`src/rtl/mod_counter_pkg.sv`:
```
// Shared encodings for the modulo/saturating up/down counter.
package mod_counter_pkg;

  typedef enum logic [1:0] {
    MODE_HOLD = 2'b00,
    MODE_UP   = 2'b01,
    MODE_DOWN = 2'b10,
    MODE_LOAD = 2'b11
  } mode_e;

  typedef enum logic [1:0] {
    ST_IDLE = 2'b00,
    ST_HOLD = 2'b01,
    ST_UP   = 2'b10,
    ST_DOWN = 2'b11
  } state_e;

endpackage

```
`src/rtl/mod_counter_next.sv`:
```
// Combinational next-count arithmetic: step clamp, wrap/saturate, load clamp,
// and bound-shrink recovery. flag_o marks a result that wrapped or clamped.
module mod_counter_next
  import mod_counter_pkg::*;
#(
  parameter int Width     = 32,
  parameter int StepWidth = 8,
  parameter int Saturate  = 0
) (
  input  mode_e              mode_i,
  input  logic [StepWidth-1:0] step_i,
  input  logic [Width-1:0]   max_i,
  input  logic [Width-1:0]   load_val_i,
  input  logic [Width-1:0]   data_i,
  output logic [Width-1:0]   next_o,
  output logic               flag_o
);

  logic [Width-1:0] step_ext, step_eff;
  logic [Width:0]   max_p1, sum;

  assign step_ext = Width'(step_i);
  assign step_eff = (step_ext > max_i) ? max_i : step_ext;
  // Width+1 bits so max_i = all-ones gives a true 2^Width modulus.
  assign max_p1   = {1'b0, max_i} + (Width+1)'(1);
  assign sum      = {1'b0, data_i} + {1'b0, step_eff};

  always_comb begin
    next_o = data_i;
    flag_o = 1'b0;
    if (mode_i == MODE_LOAD) begin
      next_o = (load_val_i > max_i) ? max_i : load_val_i;
    end else if (data_i > max_i) begin
      next_o = max_i;
      flag_o = 1'b1;
    end else if (mode_i == MODE_UP) begin
      if (sum <= {1'b0, max_i}) begin
        next_o = sum[Width-1:0];
      end else begin
        flag_o = 1'b1;
        next_o = (Saturate != 0) ? max_i : Width'(sum - max_p1);
      end
    end else if (mode_i == MODE_DOWN) begin
      if (step_eff <= data_i) begin
        next_o = data_i - step_eff;
      end else begin
        flag_o = 1'b1;
        next_o = (Saturate != 0) ? '0
                                 : Width'({1'b0, data_i} + max_p1 - {1'b0, step_eff});
      end
    end
  end

endmodule

```
`src/rtl/mod_counter.sv`:
```
// Bounded up/down counter with load, clear, terminal-count pulse and a small
// state machine reporting the last operation class.
module mod_counter
  import mod_counter_pkg::*;
#(
  parameter int Width     = 32,
  parameter int StepWidth = 8,
  parameter int Saturate  = 0
) (
  input  logic                 clk_i,
  input  logic                 rst_i,
  input  logic                 en_i,
  input  logic                 clr_i,
  input  logic [1:0]           mode_i,
  input  logic [StepWidth-1:0] step_i,
  input  logic [Width-1:0]     max_i,
  input  logic [Width-1:0]     load_val_i,
  output logic [Width-1:0]     data_o,
  output logic [1:0]           state_o,
  output logic                 tc_o
);

  logic [Width-1:0] data_q, data_d, nxt;
  state_e           state_q, state_d;
  logic             tc_q, tc_d, flag;
  mode_e            mode;

  assign mode = mode_e'(mode_i);

  mod_counter_next #(
    .Width(Width), .StepWidth(StepWidth), .Saturate(Saturate)
  ) u_next (
    .mode_i(mode), .step_i(step_i), .max_i(max_i), .load_val_i(load_val_i),
    .data_i(data_q), .next_o(nxt), .flag_o(flag)
  );

  always_ff @(posedge clk_i) begin
    if (rst_i) begin
      data_q  <= '0;
      state_q <= ST_IDLE;
      tc_q    <= 1'b0;
    end else begin
      data_q  <= data_d;
      state_q <= state_d;
      tc_q    <= tc_d;
    end
  end

  always_comb begin
    data_d  = data_q;
    state_d = state_q;
    tc_d    = 1'b0;
    if (clr_i) begin
      data_d  = '0;
      state_d = ST_IDLE;
    end else if (!en_i) begin
      state_d = (state_q == ST_IDLE) ? ST_IDLE : ST_HOLD;
    end else begin
      data_d = nxt;
      tc_d   = flag;
      unique case (mode)
        MODE_UP:   state_d = ST_UP;
        MODE_DOWN: state_d = ST_DOWN;
        default:   state_d = ST_HOLD;
      endcase
    end
  end

  assign data_o  = data_q;
  assign state_o = state_q;
  assign tc_o    = tc_q;

endmodule

```
`config.mk`:
```
export PLATFORM = sky130hd
export DESIGN_NAME = mod_counter
export DESIGN_NICKNAME = d
export VERILOG_FILES = /design/src/rtl/mod_counter_pkg.sv /design/src/rtl/mod_counter_next.sv /design/src/rtl/mod_counter.sv
export SDC_FILE = /design/constraint.sdc
export NUM_CORES = 1
export LEC_CHECK = 0
export CAP_MARGIN = 25
export CORE_UTILIZATION = 35
export DETAILED_ROUTE_END_ITERATION = 10
export PLACE_DENSITY = 0.64
export SYNTH_ARGS = -nofsm -noshare
export SYNTH_HDL_FRONTEND = slang
export SYNTH_HIERARCHICAL = 1
export SYNTH_SLANG_ARGS = --single-unit
```
`constraint.sdc`:
```
create_clock -name clk_i -period 12.9 [get_ports clk_i]
set_input_delay 1.29 -clock clk_i [delete_from_list [all_inputs] [get_ports clk_i]]
set_output_delay 1.29 -clock clk_i [all_outputs]
set_load 0.02 [all_outputs]
```
==> key figures, run 1 <==
Layout
  • Most frequent cells in the layout: 251 x ha_1, 171 x nor2_1, 167 x inv_1
  • Layout Nets: 2430
  • Synthesis-to-finish area growth: 15.1%
  • Sequential cell area: 701 um2
  • Multi-input combinational cell area: 12500 um2
  • Commonest non-fill, non-tap cell in the layout: ha_1
  • Filler cell count: 4060
  • Core Util, Final: 0.410
  • Share of post-route cells with drive strength above 1: 0.0305

STA
  • Post-route setup TNS: 0 ns
  • Final setup viols: 0
  • Crit share post-route: 0.777
  • Unrepaired setup endpoints after global routing: no
  • Max Slew Vio Count: 0
  • Min Tclk post-route: 10.02 ns
  • Worst hold slack: 0.559 ns
  • Fmax: 99.8 MHz
  • Clock Skew: 0.0159 ns
  • Final Hold Fails: 0
  • Slew @ Worst Pin: 1.15 ns
  • Rel. slew slack: 0.229

Power and ir drop
  • Total power draw: 0.00130 W
  • Pwr dens: 81.4 nW/um2
  • Maximum VDD drop: 0.0483 mV
  • Pleak: 7.23 nW
  • Clk network pwr share: 0.119
  • Sw Pwr: 0.000718 W
  • Internal Power: 0.000579 W
  • Logic gate share of total power: 0.780
  • Sequential Power Share: 0.102
  • Switching part of the total: 0.553

Drt
  • Vias per inst: 6.00
  • First-pass detailed-route iteration total: 7
  • Wire per inst: 23.2 um
  • Final wirelength: 60000 um
  • Via count: 15500
  • Drt initial violations: 1877
  • # DRC: 0
  • Final ANT Viol Nets: 0

Floorplan
  • Core ar.: 38800 um2
  • I/O Pins: 113
  • Chip width: 201 um
  • Core Rows: 72
  • Initial core utilization: 0.356
  • Die Area: 40300 um2
  • Die Y: 201 um

Synthesis
  • Most used DFF post-synth: dfxtp_1
  • Post-synth cell types: 80
  • Gate Count Post-Synth: 1908
  • Syn_area_per_cell: 7.25 um2
  • Yosys reg bits: 35
  • Post-synth EDFFs: 0
  • Asr flop ratio synth: 0
  • Synth warnings: 6
  • Mapped cell area: 13800 um2
  • Sequential cell area fraction in the yosys report: 0.0506

CTS
  • Max Root-Sink Buffers: 2
  • Clock Latency Late Sink: 0.32 ns
  • CTS buffer count: 5
  • Root buffer cell: clkbuf_16
  • CTS tree: yes
  • Sink Count: 35
  • Post-CTS Hold Fix Bufs: 0
  • Post-CTS sizing: 0
  • H-tree levels: 2
  • Setup Buffers After CTS: 0
  • Clock-pin transition on the worst setup and hold timing paths: 0.08 ns

Critical path
  • Crit. End Element: register
  • Slowest stage delay, CP: 0.76 ns
  • Worst Path Arrival: 10.27 ns
  • Critical path buffers and inverters: 3
  • R2R Setup Slk: 6.10 ns
  • Worst path required time: 13.15 ns
  • CP Launch Type: primary input
  • Crit path max-delay cell type: nor2_1
  • WS Path Type: in -> reg
  • Top cell family by delay on the critical path: compound AO/OA/AOI/OAI gates
  • Most frequent CP cell: nor2_1
  • Critical Path Fanout Max: 23

Global routing
  • Vias in the first global route: 14900
  • Grt met2 use: 0.463
  • Largest net degree at the start of global routing: 37
  • Most used routing layer: met2
  • Total congestion overflow: 0
  • First-pass GRT wire length: 88500 um
  • Antenna violations before repair: 1
  • GRT Overall Usage: 0.288
  • Met3 GRT Util: 0.0346
  • Met1 Use GR: 0.353

Placement
  • GPL Wtd Cong: 1.03
  • IO buf count: 112
  • Dpl hpwl: 49200 um

Hold path
  • Hold WC Path Type: reg -> reg

Job
  • Max_cap viols: 0

Outcome
  • Outcome: completed
[synthesized netlist by cell type (all sizes together) (10+ instances only)]
master / number / area, um2
o21a: 20 / 150
nor4: 19 / 125
o31ai: 12 / 90.1
a21oi: 158 / 791
nor2b: 18 / 113
a211o: 10 / 87.6
nor3: 34 / 170
o21bai: 17 / 128
xnor2: 94 / 823
a21o: 49 / 368
dfxtp: 35 / 701
a31oi: 23 / 144
xor2: 40 / 350
fa: 34 / 681
or3: 15 / 93.8
o211ai: 30 / 225
nand4: 42 / 263
a221oi: 17 / 161
o21ai: 110 / 554
nand2: 140 / 526
inv: 167 / 627
a211oi: 34 / 260
and3: 13 / 81.3
clkbuf: 42 / 158
buf: 23 / 160
ha: 251 / 3140
nand3: 57 / 285
and2: 12 / 75.1
mux2i: 47 / 470
o22ai: 27 / 169
nor2: 173 / 654
nand2b: 25 / 156
[stage by stage]
step	worst slack [ns]	instance area, um2	instances
after global routing	2.53	15900	2587
final	2.88	15900	2587
after CTS	3.15	15900	2584
after detailed placement	2.85	15800	2576
after floorplan	5.05	14200	1995
after global placement	3.19	15800	2576
[worst paths after layout]
check,start,endpoint,cells after the start
worst max-delay path,max_i[9],data_o[24],30
worst min-delay path,state_o[1],state_o[0],2
worst max register to register,data_o[1],data_o[24],22
worst min register to register,state_o[1],state_o[0],2
[kinds of logic (layout without fill, tap and decap cells)]
logic type / Yosys count / count (layout) / synth area share
AOI/OAI and AO/OA: 581 / 581 / 0.276
xor gates and xnor gates: 134 / 134 / 0.0848
adders and majority gates: 285 / 285 / 0.276
buffers and inverters: 234 / 307 / 0.0688
DFF: 35 / 35 / 0.0506
muxes: 53 / 53 / 0.0389
other: 2 / 90 / 0.000543
and+or+nand+nor: 584 / 584 / 0.204
[power groups by stage]
stage,registers [W],clock network [W],logic (W)
3_3_place_gp,0.000135,0,0.000968
6_report,0.000132,0.000154,0.00101
2_1_floorplan,0.000135,0,0.000665
3_5_place_dp,0.000134,0,0.000974
5_1_grt,0.000133,0.000157,0.00108
4_1_cts,0.000132,0.000156,0.000981
[metal layers]
layer / routed length, um / vias to the layer above
met4: 5000 / 0
met2: 26200 / 893
met1: 24000 / 7211
li1: - / 7211
met5: 0 / -
met3: 4790 / 216
[worst min-delay path, delay by kind of cell (launching register included)]
kind | cells | cell delay, ns
AO/OA/AOI/OAI | 1 | 0.13
flip-flops | 1 | 0.33
AND/OR/NAND/NOR | 1 | 0.06
[area by class of cell]
type	instances	area share
repair buffers	130	0.0786
multi-input cells	1726	0.787
well taps	518	0.0407
clock buffers	8	0.00982
inverters	169	0.0398
flip-flops and latches	35	0.0440
diodes	1	0.000157
[flip-flops by register name, indices dropped and copies added (netlist names)]
name,flops
state_o,2
tc_o,1
data_o,32
(Power assumes the default switching activity.)
==> run 2: changes to the inputs <==
clock period = 9.8 ns   (was 12.9 ns; I/O delays follow)
==> key figures, run 2 (synthesized netlist as in run 1, its figures left out) <==
Drt
  • Final ANT Viol Nets: 0 (unchanged)
  • Vias per inst: 5.97 (was 6.00)
  • Via count: 15500 (about the same)
  • Drt initial violations: 1627 (was 1877)
  • Metal2 WL: 27300 um (was 26200 um)
  • # DRC: 0 (unchanged)
  • First-pass detailed-route iteration total: 5 (was 7)
  • Final wirelength: 60600 um (was 60000 um)
  • Highest routed layer: met4 (unchanged)
  • Metal3 WL: 4070 um (was 4790 um)
  • Wire per inst: 23.3 um (was 23.2 um)
  • DRT met1 WL: 24300 um (was 24000 um)

STA
  • Rel. slew slack: 0.317 (was 0.229)
  • Min Tclk post-route: 9.16 ns
  • Final setup viols: 0 (unchanged)
  • Max Slew Vio Count: 0 (unchanged)
  • Fmax: 109 MHz
  • Clock Skew: 0.0116 ns (was 0.0159 ns)
  • Slew @ Worst Pin: 1.02 ns (was 1.15 ns)
  • Worst hold slack: 0.557 ns (was 0.559 ns)
  • Crit share post-route: 0.935
  • Final Hold Fails: 0 (unchanged)
  • Setup WS post-layout: 0.638 ns (was 2.88 ns)
  • Post-route setup TNS: 0 ns (unchanged)
  • Unrepaired setup endpoints after global routing: no (unchanged)

CTS
  • CTS tree: yes (unchanged)
  • Post-CTS sizing: 0 (unchanged)
  • Clock-pin transition on the worst setup and hold timing paths: 0.07 ns (was 0.08 ns)
  • CTS buffer count: 5 (unchanged)
  • Clock Latency Late Sink: 0.30 ns (was 0.32 ns)
  • Root buffer cell: clkbuf_16 (unchanged)
  • Setup Buffers After CTS: 0 (unchanged)
  • Sink Count: 35 (unchanged)
  • Post-CTS Hold Fix Bufs: 0 (unchanged)
  • H-tree levels: 2 (unchanged)
  • Max Root-Sink Buffers: 2 (unchanged)

Global routing
  • Total congestion overflow: 0 (unchanged)
  • First-pass GRT wire length: 90600 um (was 88500 um)
  • Largest net degree at the start of global routing: 37 (unchanged)
  • Vias in the first global route: 14900 (about the same)
  • GRT Overall Usage: 0.294 (was 0.288)
  • Antenna violations before repair: 0 (was 1)

Critical path
  • Slowest stage delay, CP: 0.68 ns (was 0.76 ns)
  • Most frequent CP cell: nor2_1 (unchanged)
  • WS Path Type: in -> reg (unchanged)
  • Worst Path Arrival: 9.33 ns (was 10.27 ns)
  • Crit path max-delay cell type: nor4_1 (was nor2_1)
  • Critical Path Fanout Max: 7 (was 23)
  • CP Launch Point: max_i[9] (unchanged)
  • Worst path required time: 9.97 ns (was 13.15 ns)
  • CP Launch Type: primary input (unchanged)
  • Worst r2r src: data_o[0] (was data_o[1])
  • Crit. End Element: register (unchanged)

Layout
  • Share of post-route cells with drive strength above 1: 0.0384 (was 0.0305)
  • N_diodes: 0 (was 1)
  • Filler cell count: 4055 (was 4060)
  • Synthesis-to-finish area growth: 16.1% (was 15.1%)
  • Commonest non-fill, non-tap cell in the layout: ha_1 (unchanged)
  • Most frequent cells in the layout: 251 x ha_1, 171 x nor2_1, 167 x inv_1 (unchanged)
  • Largest register FFs: 32 (unchanged)
  • Layout Nets: 2446 (was 2430)

Power and ir drop
  • Sequential Power Share: 0.099 (was 0.102)
  • Logic gate share of total power: 0.781 (was 0.780)
  • Clk network pwr share: 0.120 (was 0.119)
  • Maximum VDD drop: 0.107 mV (was 0.0483 mV)
  • Internal Power: 0.000785 W (was 0.000579 W)
  • Sw Pwr: 0.000935 W (was 0.000718 W)
  • Pwr dens: 107 nW/um2 (was 81.4 nW/um2)
  • Pleak: 7.32 nW (was 7.23 nW)
  • Switching part of the total: 0.543 (was 0.553)

Outcome
  • Outcome: completed (unchanged)

Job
  • Max_cap viols: 0 (unchanged)

Floorplan
  • I/O Pins: 113 (unchanged)
  • Die Area: 40300 um2 (unchanged)
  • Die Y: 201 um (unchanged)
  • Core ar.: 38800 um2 (unchanged)
  • Initial core utilization: 0.356 (unchanged)
  • Chip width: 201 um (unchanged)
  • Core Rows: 72 (unchanged)

Placement
  • IO buf count: 112 (unchanged)
  • Dpl hpwl: 50800 um (was 49200 um)
  • Post-Place Setup Slack: 0.603 ns (was 2.85 ns)
  • GPL Wtd Cong: 1.07 (was 1.03)

Hold path
  • Start point of the worst hold path: state_o[0] (was state_o[1])
  • Hold WC Path Type: reg -> reg (unchanged)
[run 2: changes by cell type in the layout (fill, tap and decap cells not counted), sizes merged]
cell    previous run  this run
bufinv             0         1
clkbuf             8         5
clkinv             2         4
diode              1         0
buf               19        35
[run 2: per-layer routing]
| metal | vias to the layer above | global-route usage |
|---|---|---|
| met1 | 7269 | 0.350 |
| met2 | 814 | 0.488 |
| met3 | 199 | 0.0383 |
| li1 | 7241 | - |
| met5 | - | 0 |
| met4 | 0 | 0.206 |
[run 2: critical path, delay by kind of cell]
family	cells	cell delay [ns]
compound gates	10	2.80
mux	2	0.29
buf+inv	3	0.95
simple gates	11	3.04
xor+xnor	1	0.19
fa+ha+maj	3	1.08
[run 2: path summary, 6_finish.rpt]
check	depth (start not counted)	slack, ns	to
worst max-delay path	30	0.64	data_o[9]
worst min register to register	2	0.56	state_o[0]
worst max register to register	24	3.43	data_o[9]
worst min-delay path	2	0.56	state_o[0]
[run 2: cell type report]
cell class                      instances  area (um2)  share of cell area
Inverter                              169         634              0.0395
Tap cell                              518         648              0.0403
Clock buffer                            5         125             0.00779
Multi-Input combinational cell       1726       12500               0.780
Clock inverter                          3        43.8             0.00272
Sequential cell                        35         701              0.0436
Timing Repair Buffer                  146        1390              0.0863
[run 2: per-stage QoR]
| step | instances | utilization | power (W) | area (um2) |
|---|---|---|---|---|
| after global placement | 2591 | 0.409 | 0.00146 | 15900 |
| after floorplan | 1995 | - | 0.00105 | 14200 |
| after global routing | 2602 | 0.414 | 0.00183 | 16100 |
| final | 2602 | 0.414 | 0.00172 | 16100 |
| after CTS | 2602 | 0.414 | 0.00169 | 16100 |
| after detailed placement | 2594 | 0.410 | 0.00148 | 15900 |
[run 2: power groups by stage]
stage | Combinational [W] | Clock, W | Sequential, W
floorplan | 0.000875 | 0 | 0.000178
global placement | 0.00129 | 0 | 0.000175
detailed placement | 0.00130 | 0 | 0.000175
CTS | 0.00131 | 0.000208 | 0.000171
global route | 0.00145 | 0.000211 | 0.000172
finish | 0.00134 | 0.000206 | 0.000171
==> run 3: changes to the inputs <==
CAP_MARGIN = 20   (was 25)
==> results of run 3 <==
Same layout as run 2: the final DEF is identical, and so are final timing and power.
